`src/rtl/if_stage.sv`:
```
// Instruction-fetch stage: architectural PC, instruction-memory address and the
// IF/ID pipeline register, tolerant of a variable-latency memory via im_ready.
module if_stage #(
  parameter logic [31:0] RESET_PC  = 32'h0000_3000,
  parameter logic [31:0] NOP_INSTR = 32'h0000_0000
) (
  input  logic        clk,
  input  logic        reset,
  input  logic        stall,
  input  logic        flush,
  input  logic [31:0] pc_next,
  input  logic        im_ready,
  input  logic [31:0] im_rdata,
  output logic [31:0] im_addr,
  output logic [31:0] pc_if,
  output logic [31:0] instr_d,
  output logic [31:0] pc_d,
  output logic [31:0] pc8_d,
  output logic        valid_d
);

  typedef enum logic {S_FETCH, S_WAIT} state_t;

  state_t      state_reg;
  logic [31:0] pc_reg;
  logic [31:0] pend_pc_reg;
  logic [31:0] instr_reg;
  logic [31:0] pc_d_reg;
  logic [31:0] pc8_d_reg;
  logic        valid_reg;

  always_ff @(posedge clk or posedge reset) begin
    if (reset) begin
      state_reg   <= S_FETCH;
      pc_reg      <= RESET_PC;
      pend_pc_reg <= 32'h0;
      instr_reg   <= NOP_INSTR;
      pc_d_reg    <= 32'h0;
      pc8_d_reg   <= 32'h0;
      valid_reg   <= 1'b0;
    end else begin
      // PC / FSM advance ignores flush; flush only affects what IF/ID captures.
      if (!stall) begin
        if (im_ready) begin
          pc_reg    <= (state_reg == S_WAIT) ? pend_pc_reg : pc_next;
          state_reg <= S_FETCH;
        end else if (state_reg == S_FETCH) begin
          pend_pc_reg <= pc_next;
          state_reg   <= S_WAIT;
        end
      end

      // Bubble keeps pc_d/pc8_d so a later jal link value stays consistent.
      if (flush || (!stall && !im_ready)) begin
        instr_reg <= NOP_INSTR;
        valid_reg <= 1'b0;
      end else if (!stall) begin
        instr_reg <= im_rdata;
        pc_d_reg  <= pc_reg;
        pc8_d_reg <= pc_reg + 32'd8;
        valid_reg <= 1'b1;
      end
    end
  end

  assign pc_if   = pc_reg;
  assign im_addr = pc_reg;
  assign instr_d = instr_reg;
  assign pc_d    = pc_d_reg;
  assign pc8_d   = pc8_d_reg;
  assign valid_d = valid_reg;

endmodule
```
`config.mk`:
```
export PLATFORM = sky130hd
export DESIGN_NAME = if_stage
export DESIGN_NICKNAME = d
export VERILOG_FILES = /design/src/rtl/if_stage.sv
export SDC_FILE = /design/constraint.sdc
export NUM_CORES = 1
export LEC_CHECK = 0
export ABC_AREA = 1
export BUFFER_PORTS_ARGS = -buffer_cell sky130_fd_sc_hd__buf_4
export CAP_MARGIN = 0
export CELL_PAD_IN_SITES_DETAIL_PLACEMENT = 0
export CELL_PAD_IN_SITES_GLOBAL_PLACEMENT = 1
export CORE_ASPECT_RATIO = 1.2
export CORE_MARGIN = 2
export CORE_UTILIZATION = 38
export CTS_BUF_LIST = sky130_fd_sc_hd__clkbuf_4 sky130_fd_sc_hd__clkbuf_8
export DETAILED_ROUTE_END_ITERATION = 8
export GPL_TIMING_DRIVEN = 0
export HOLD_SLACK_MARGIN = 0.08
export PLACE_DENSITY = 0.79
export SLEW_MARGIN = 30
export SYNTH_ARGS = -nofsm -noshare
export SYNTH_HDL_FRONTEND = slang
export SYNTH_SLANG_ARGS = --single-unit
```
`constraint.sdc`:
```
create_clock -name clk -period 6.2 [get_ports clk]
set_clock_uncertainty 0.05 [all_clocks]
set_input_delay 0.93 -clock clk [delete_from_list [all_inputs] [get_ports clk]]
set_output_delay 0.93 -clock clk [all_outputs]
set_load 0.01 [all_outputs]
```
==> impl_metrics.tcl, run 1 <==
set metrics [dict create \
    num-fill-cells 1918 \
    fin_area_um2 9880 \
    switching_share_pct 30.9 \
    grt_overflow 0 \
    setup_viol 0 \
    max_freq_mhz 433 \
    cp_slowest_cell "dfstp_2" \
    status "finished, final reports clean" \
    yosys-top-cells-area "dfrtp_1 54%, nand2_1 14%, o21ai_0 9.5%, inv_1 5.4%, buf_4 3.6%" \
    drt-pass1-iter-count 6 \
    synth.avg_cell_area_um2 8.21 \
    antenna_found_initial 0 \
    drv_cap 0 \
    ys_top_cells_by_count "269 x nand2_1, 157 x dfrtp_1, 139 x o21ai_0" \
    min_path_type "reg -> reg" \
    slew_headroom_pct 61.5 \
    wl_mm 22.3 \
    clkPwrFrac_pct 30.0 \
    post_cts_resized 0 \
    drive_above_1_share_pct 30.2 \
    first_global_vias 6264 \
    rows 55 \
    syn_to_final_growth_pct 34.9 \
    cts_buffer_depth 2 \
    crit_path_end_kind "primary output" \
    dieArea_um2 20400 \
    rsz0062_at_grt "false" \
    path_max_fanout 7 \
    synth_compound_area_share_pct 11.1 \
    ys_seq_elements 159 \
    yosysUniqueCellTypes 26 \
    leakage_nw 4.98 \
    comb_power_share_pct 25.8 \
    synthesis.area_um2 7320 \
    seqPwrFrac_pct 44.3 \
    hold-worst-slack_ns 0.440 \
    coreArea_um2 18900 \
    crit_type "reg -> out" \
    min_period_ns 2.31 \
    chipHeight_um 156 \
    yosys.area.top_type_share_pct 53.6 \
    synth.area.mux_share_pct 1.23 \
    ctsRootBufferMaster "clkbuf_8" \
    diodes 0 \
    p_int_w 0.00212 \
    dp_slack_ns 3.90 \
    grt_max_degree 83 \
    grt_pass1_wl_mm 34.7 \
    peakVddDrop_mv 0.124 \
    synth_top_family_by_area "simple AND/OR/NAND/NOR gates" \
    synthFlopType "dfrtp_1" \
    track_usage_pct 22.4 \
    setup_tns_ns 0 \
    vias 6545 \
    yosys.area_share.simple_pct 20.7 \
    yosysWarnings 0 \
    worst_pin_slew_ns 0.578 \
    ant_nets 0 \
    cts_tree "built" \
    start_util_pct 38.8 \
    wl_per_cell_um 15.8 \
    crit_chain "buf_4 -> buf_4" \
    clock_latency_ns 0.47 \
    arrival_ns 1.33 \
    synth_adder_area_share_pct 0.171 \
    path_clk_slew_ns 0.09 \
    slowest_delay_ns 0.63 \
    io-pin-count 230 \
    synth_nets 962 \
    die_width_um 131 \
    finalCritPeriodShare_pct 37.2 \
    drc 0 \
    drv_slew 0 \
    postCtsSetupRepairBufs 0 \
    critPathTopFamily "flip-flops" \
    synth_xor_area_share_pct 0.598 \
    cp.required_ns 5.22 \
    critical_path_buf_inv_count 2 \
    p_sw_w 0.000946 \
    ys_seq_area_share_pct 54.4 \
    synth_enable_flop_cells 0 \
    hold_buffers 0 \
    cts_sinks 159 \
    hold_viol_final 0 \
    timing.final.ws_setup_ns 3.89 \
    netlist_instances 892 \
    synth_top_cell_by_area "dfrtp_1" \
    via_per_inst 4.64 \
    cts_buffers 17 \
    port_buffers 229 \
    drt_iter0_markers 368 \
    cp-start-kind "register" \
    cp_common_cell "buf_4" \
    synthArstFlopShare_pct 100 \
    h-tree-depth 4 \
    layout.nets 1211 \
    dp_hpwl_mm 17.0 \
    gp_congestion 0.887 \
    yosysMostFrequentCell "nand2_1" \
    power_density_nw_per_um2 310 \
    place_area_um2 9400 \
]
==> power by group through the flow <==
stage / logic [W] / clock network, W / registers (W)
floorplan: 0.000330 / 0 / 0.00139
global placement: 0.000788 / 0 / 0.00137
detailed placement: 0.000797 / 0 / 0.00138
CTS: 0.000799 / 0.000935 / 0.00136
global route: 0.000872 / 0.000973 / 0.00138
finish: 0.000789 / 0.000918 / 0.00136
==> metrics by stage <==
stage               total power [W]  instances  utilization [%]
finish                      0.00306       1410             52.4
global placement            0.00216       1377             49.7
CTS                         0.00309       1410             52.4
detailed placement          0.00217       1378             49.8
floorplan                   0.00172        892                -
global route                0.00322       1410             52.4
==> final timing paths <==
kind                             start          end  slack [ns]  depth (start not counted)
max in group asynchronous        reset    pc8_d[20]        4.81                          3
min reg2reg                   pc_d[29]     pc_d[29]        0.44                          2
min in group asynchronous        reset  instr_d[15]        0.49                          2
min                           pc_d[29]     pc_d[29]        0.44                          2
max reg2reg                 im_addr[3]    pc8_d[25]        4.45                          8
max                        im_addr[12]    pc_if[12]        3.89                          2
==> worst min-delay path, stage by stage (launching register included) <==
cell and delay [ns]:
dfrtp_1 0.35, nand2_1 0.05, o21ai_0 0.05
==> layout by cell type (no fill, tap or decap), drive strengths merged <==
cell	count
ha	1
inv	110
nand2	272
bufinv	5
clkinv	4
nor2	70
xor2	4
o21a	1
mux2	8
dfstp	2
nor3	1
o211ai	8
dfrtp	157
nand4	2
xnor2	1
nand3	32
clkbuf	35
and2	1
buf	291
o21ai	149
==> logic make-up after synthesis <==
logic type / Yosys count
AOI/OAI and AO/OA: 158
xor gates and xnor gates: 5
adders and majority gates: 1
buffers and inverters: 183
DFF: 159
muxes: 8
and+or+nand+nor: 378
==> final cells by class <==
class | count | area (um2) | area share (%)
flip-flops and latches | 159 | 3980 | 40.3
multi-input cells | 550 | 2480 | 25.1
repair buffers | 230 | 1750 | 17.7
plain buffers | 75 | 458 | 4.64
inverters | 108 | 414 | 4.19
well taps | 256 | 320 | 3.24
clock buffers | 21 | 277 | 2.80
clock inverters | 11 | 203 | 2.05
==> per-layer routing <==
metal  vias up  GRT usage [%]  wire length [um]
li1       3250              -                 -
met1      3038           29.4              9730
met2       226           36.0             10500
met3        31           5.86              1550
met4         0           7.40               491
met5         -              0                 0
Power figures use the tool's default switching activity.
==> inputs of run 2 (changes only) <==
--- a/config.mk
+++ b/config.mk
@@ -12,12 +12,12 @@
 export CELL_PAD_IN_SITES_GLOBAL_PLACEMENT = 1
 export CORE_ASPECT_RATIO = 1.2
 export CORE_MARGIN = 2
-export CORE_UTILIZATION = 38
+export CORE_UTILIZATION = 35
 export CTS_BUF_LIST = sky130_fd_sc_hd__clkbuf_4 sky130_fd_sc_hd__clkbuf_8
 export DETAILED_ROUTE_END_ITERATION = 8
 export GPL_TIMING_DRIVEN = 0
 export HOLD_SLACK_MARGIN = 0.08
-export PLACE_DENSITY = 0.79
+export PLACE_DENSITY = 0.76
 export SLEW_MARGIN = 30
 export SYNTH_ARGS = -nofsm -noshare
 export SYNTH_HDL_FRONTEND = slang
==> constraint.sdc (replaced) <==
create_clock -name clk -period 1.9 [get_ports clk]
set_clock_uncertainty 0.05 [all_clocks]
set_input_delay 0.285 -clock clk [delete_from_list [all_inputs] [get_ports clk]]
set_output_delay 0.285 -clock clk [all_outputs]
set_load 0.01 [all_outputs]
==> run 2 against run 1 <==
  * Non-clock buffer count rose by 42
  * Sequential share of layout area fell by 1.6 points
  * Hold slack got worse by 0.30 ns
  * Sequential cell count did not move
  * Die area rose by 8.3%
  * Combinational power rose to 3.4 times the previous value
  * Largest cell class unchanged
  * Count of clock-buffer cells in the layout rose by 2
  * Final cell count rose by 3.6%
  * Critical path type is now reg -> reg
  * Clock power rose to 2.7 times the previous value
  * Final area rose by 4.1%
==> impl_metrics.tcl, run 2 (synthesized netlist as in run 1, its figures left out) <==
set metrics [dict create \
    worst_pin_slew_ns 0.563 \
    wl_mm 23.0 \
    crit_path_end_kind "register" \
    setup_viol 0 \
    dieArea_um2 22100 \
    clock_latency_ns 0.46 \
    crit_type "reg -> reg" \
    ctsRootBufferMaster "clkbuf_8" \
    dp_hpwl_mm 17.5 \
    finalCritPeriodShare_pct 93.3 \
    first_global_vias 6745 \
    syn_to_final_growth_pct 40.5 \
    arrival_ns 2.08 \
    track_usage_pct 21.5 \
    place_area_um2 9520 \
    drc 0 \
    grt_max_degree 29 \
    cts_buffers 17 \
    cp-start-kind "register" \
    grt_pass1_wl_mm 36.4 \
    cts_tree "built" \
    leakage_nw 5.15 \
    hold_viol_final 0 \
    dp.cells 1392 \
    gp_congestion 0.841 \
    h-tree-depth 4 \
    coreArea_um2 20400 \
    min_path_type "in -> reg" \
    final_cell_mix "269 x nand2_1, 264 x buf_4, 157 x dfrtp_1" \
    fin_area_um2 10300 \
    grt_overflow 0 \
    chipHeight_um 162 \
    vias 6730 \
    path_clk_slew_ns 0.09 \
    power_density_nw_per_um2 930 \
    cts_buffer_depth 2 \
    drv_cap 0 \
    status "finished, final reports clean" \
    wl_per_cell_um 15.7 \
    layout.nets 1253 \
    cts_sinks 159 \
    min_period_ns 1.77 \
    ant_nets 0 \
    drt-pass1-iter-count 4 \
    rsz0062_at_grt "false" \
    start_util_pct 35.9 \
    path_max_fanout 5 \
    rows 57 \
    peakVddDrop_mv 0.460 \
    drv_slew 0 \
    diodes 0 \
    io-pin-count 230 \
    cp.required_ns 2.20 \
    slew_headroom_pct 62.5 \
    antenna_found_initial 0 \
    port_buffers 229 \
    drt_iter0_markers 394 \
    via_per_inst 4.61 \
    max_freq_mhz 564 \
    die_width_um 136 \
    final_common_cell "nand2_1" \
    fin_cells 1461 \
    drive_above_1_share_pct 29.8 \
]
[run 2: cell count changes in the layout (fill, tap and decap cells not counted), sizes merged]
cell	before	now
bufinv	5	1
clkbuf	35	37
clkinvlp	0	4
inv	110	107
dlygate4sd3	0	37
buf	291	296
clkinv	4	5
[run 2: power breakdown]
group / internal, W / total [W] / switching (W)
clock: 0.00122 / 0.00247 / 0.00125
sequential: 0.00393 / 0.00443 / 0.000497
combinational: 0.00136 / 0.00266 / 0.00130
[run 2: final cells by class]
| type | count | area (um2) |
|---|---|---|
| Fill cell | 1999 | 10100 |
| Sequential cell | 159 | 3980 |
| Multi-Input combinational cell | 550 | 2480 |
| Timing Repair Buffer | 272 | 2230 |
| Buffer | 75 | 459 |
| Inverter | 108 | 410 |
| Tap cell | 265 | 332 |
| Clock buffer | 23 | 310 |
| Clock inverter | 9 | 81.3 |
[run 2: metrics by stage]
| step | hold slack (ns) | TNS [ns] | utilization [%] | total power [W] | setup slack, ns |
|---|---|---|---|---|---|
| floorplan | 0.308 | -70.37 | - | 0.00562 | -0.448 |
| global placement | 0.418 | -245.98 | 46.0 | 0.00706 | -1.57 |
| detailed placement | 0.321 | 0 | 46.7 | 0.00713 | 0.0609 |
| CTS | 0.122 | 0 | 50.4 | 0.00967 | 0.0508 |
| global route | 0.165 | 0 | 50.4 | 0.0101 | 0.0258 |
| finish | 0.144 | 0 | 50.4 | 0.00956 | 0.127 |
[run 2: timing repair]
| action | 4_1_cts | 5_1_grt |
|---|---|---|
| buffers inserted | 0 | 0 |
| gates resized for setup | 0 | 3 |
| hold endpoints to repair | 54 | 0 |
| hold buffers | 37 | 0 |
| setup endpoints to repair | 0 | 3 |
[run 2: worst paths after layout]
kind	startpoint	end	slack [ns]	cells past startpoint
max	im_addr[3]	pc8_d[25]	0.13	8
min	pc_next[21]	pend_pc_reg[21]	0.14	5
max reg2reg	im_addr[3]	pc8_d[25]	0.13	8
min reg2reg	pc_d[27]	pc_d[27]	0.44	2
max in group asynchronous	reset	im_addr[13]	0.42	6
min in group asynchronous	reset	pc_d[2]	0.38	3
[run 2: routing by layer]
metal	track usage, %	wire length (um)
met1	27.7	9760
met2	35.3	11300
met3	5.66	1540
met4	6.39	391
met5	0	0
[run 2: critical path, stage by stage, from the launching register on]
cell	delay [ns]
dfrtp_1	0.45
ha_1	0.23
nand3_1	0.14
inv_2	0.11
nand2_1	0.12
nor2_1	0.36
nand2_1	0.09
nand2_1	0.07
nand3_1	0.06
==> inputs of run 3 (changes only) <==
==> constraint.sdc (replaced) <==
create_clock -name clk -period 1.9 [get_ports clk]
set_clock_uncertainty 0.05 [all_clocks]
set_input_delay 0.095 -clock clk [delete_from_list [all_inputs] [get_ports clk]]
set_output_delay 0.095 -clock clk [all_outputs]
set_load 0.02 [all_outputs]
==> run 3 against run 2 <==
  * Register-to-register slack about the same
  * Utilization increased by 1.7 points
  * Wire length increased by 1.0%
  * Die area unchanged
  * Sequential share of layout area decreased by 1.2 points
  * Non-clock buffer count increased by 34
  * Total power increased by 5.5%
  * Final cell count increased by 2.3%
  * Sequential cell count unchanged
  * Count of clock-buffer cells in the layout unchanged
  * Setup slack got worse by 0.069 ns
  * Critical endpoint is now instr_d[30]
  * Highest routed layer unchanged
==> impl_metrics.tcl, run 3 (synthesized netlist as in run 1, its figures left out) <==
set metrics [dict create \
    grt_overflow 0 \
    finalCritPeriodShare_pct 96.9 \
    drt_iter0_markers 392 \
    drv_cap 0 \
    worst_pin_slew_ns 0.576 \
    antenna_found_initial 0 \
    cts_sinks 159 \
    chipHeight_um 162 \
    fin_cells 1495 \
    io-pin-count 230 \
    diodes 0 \
    syn_to_final_growth_pct 45.1 \
    final_cell_mix "269 x nand2_1, 264 x buf_4, 157 x dfrtp_1" \
    grt_pass1_wl_mm 36.8 \
    first_global_vias 6907 \
    cts_tree "built" \
    port_buffers 229 \
    dp.cells 1392 \
    die_width_um 136 \
    p_int_w 0.00658 \
    hold_viol_final 0 \
    min_period_ns 1.84 \
    p_sw_w 0.00351 \
    drt-pass1-iter-count 4 \
    via_per_inst 4.59 \
    path_clk_slew_ns 0.08 \
    start_util_pct 35.9 \
    dp_hpwl_mm 17.5 \
    cts_buffer_depth 2 \
    peakVddDrop_mv 0.452 \
    num-fill-cells 1955 \
    h-tree-depth 4 \
    ctsRootBufferMaster "clkbuf_8" \
    dp_slack_ns 0.0609 \
    regToRegEndpoint "pc8_d[25]" \
    seqPwrFrac_pct 43.9 \
    leakage_nw 5.29 \
    rrSetupSlack_ns 0.13 \
    rows 57 \
    power_density_nw_per_um2 949 \
    switching_share_pct 34.8 \
    vias 6863 \
    status "finished, final reports clean" \
    reg2reg_from "im_addr[3]" \
    drv_slew 0 \
    slew_headroom_pct 61.6 \
    path_max_fanout 10 \
    comb_power_share_pct 31.6 \
    rsz0062_at_grt "false" \
    postCtsSetupRepairBufs 0 \
    max_freq_mhz 543 \
    timing.final.ws_setup_ns 0.0583 \
    coreArea_um2 20400 \
    clock_latency_ns 0.45 \
    drc 0 \
    grt_max_degree 29 \
    crit_path_end_kind "register" \
    setup_viol 0 \
    ant_nets 0 \
    arrival_ns 2.19 \
    min_path_type "in -> async" \
    dieArea_um2 22100 \
    wl_per_cell_um 15.5 \
    drive_above_1_share_pct 28.9 \
    cp-start-kind "input port" \
    cts_buffers 17 \
    crit_type "in -> reg" \
    hold-worst-slack_ns 0.194 \
    final_common_cell "nand2_1" \
    track_usage_pct 21.6 \
    layout.nets 1287 \
    gp_congestion 0.841 \
    r2r_cells 8 \
    wl_mm 23.2 \
    clkPwrFrac_pct 24.5 \
    cp.required_ns 2.25 \
]
==> run 3: cell count changes in the layout (fill, tap and decap cells not counted), sizes merged <==
cell,delta
clkinv,-1
dlygate4sd3,+34
inv,+1
==> run 3: cell type report <==
type | instances | area, um2 | area share [%]
Clock inverter | 9 | 81.3 | 0.765
Inverter | 108 | 412 | 3.87
Tap cell | 265 | 332 | 3.12
Clock buffer | 23 | 310 | 2.92
Sequential cell | 159 | 3980 | 37.5
Timing Repair Buffer | 306 | 2570 | 24.2
Buffer | 75 | 458 | 4.31
Multi-Input combinational cell | 550 | 2480 | 23.3
==> run 3: worst max-delay path by stage <==
| stage | startpoint | slack [ns] | cells past startpoint | to |
|---|---|---|---|---|
| 3_3_place_gp | reset | -1.38 | 2 | instr_d[28] |
| 5_1_grt | stall | 0.002 | 9 | instr_d[30] |
| 3_5_place_dp | im_addr[13] | 0.06 | 7 | pc8_d[24] |
| 4_1_cts | im_ready | 0.03 | 10 | instr_d[30] |
| 6_report | stall | 0.06 | 9 | instr_d[30] |
| 2_1_floorplan | reset | -0.26 | 1 | im_addr[0] |
==> run 3: worst max-delay path, cell delays in order <==
cell and delay [ns]:
dlygate4sd3_1 0.55, buf_4 0.15, nor2_2 0.16, nand2_2 0.15
inv_4 0.18, buf_6 0.19, nand2_1 0.07, o21ai_0 0.07
dlygate4sd3_1 0.56
==> run 3: routing by layer <==
layer,vias up,part of all wire [%],global-route usage (%)
met5,-,0,0
met4,0,2.1,6.87
met3,23,5.5,4.64
met2,208,49,35.5
met1,3237,44,28.4
li1,3395,-,-
==> run 3: timing repair <==
action,CTS,global route
hold buffers,71,0
endpoints found under the hold margin,152,0
gates resized for setup,0,2
setup endpoints to repair,0,3
==> run 3: power groups by stage <==
stage	registers (W)	clock network, W	logic (W)
finish	0.00443	0.00247	0.00319
global route	0.00451	0.00269	0.00348
CTS	0.00443	0.00254	0.00322
detailed placement	0.00450	0	0.00310
global placement	0.00449	0	0.00304
floorplan	0.00488	0	0.00119
==> run 3: metrics by stage <==
step | cell area (um2) | total power (W) | utilization, % | TNS (ns)
6_report | 10600 | 0.0101 | 52.1 | 0
5_1_grt | 10600 | 0.0107 | 52.1 | 0
4_1_cts | 10600 | 0.0102 | 52.1 | 0
3_5_place_dp | 9520 | 0.00759 | 46.7 | 0
3_3_place_gp | 9380 | 0.00752 | 46.0 | -215.77
2_1_floorplan | 7330 | 0.00607 | - | -40.54
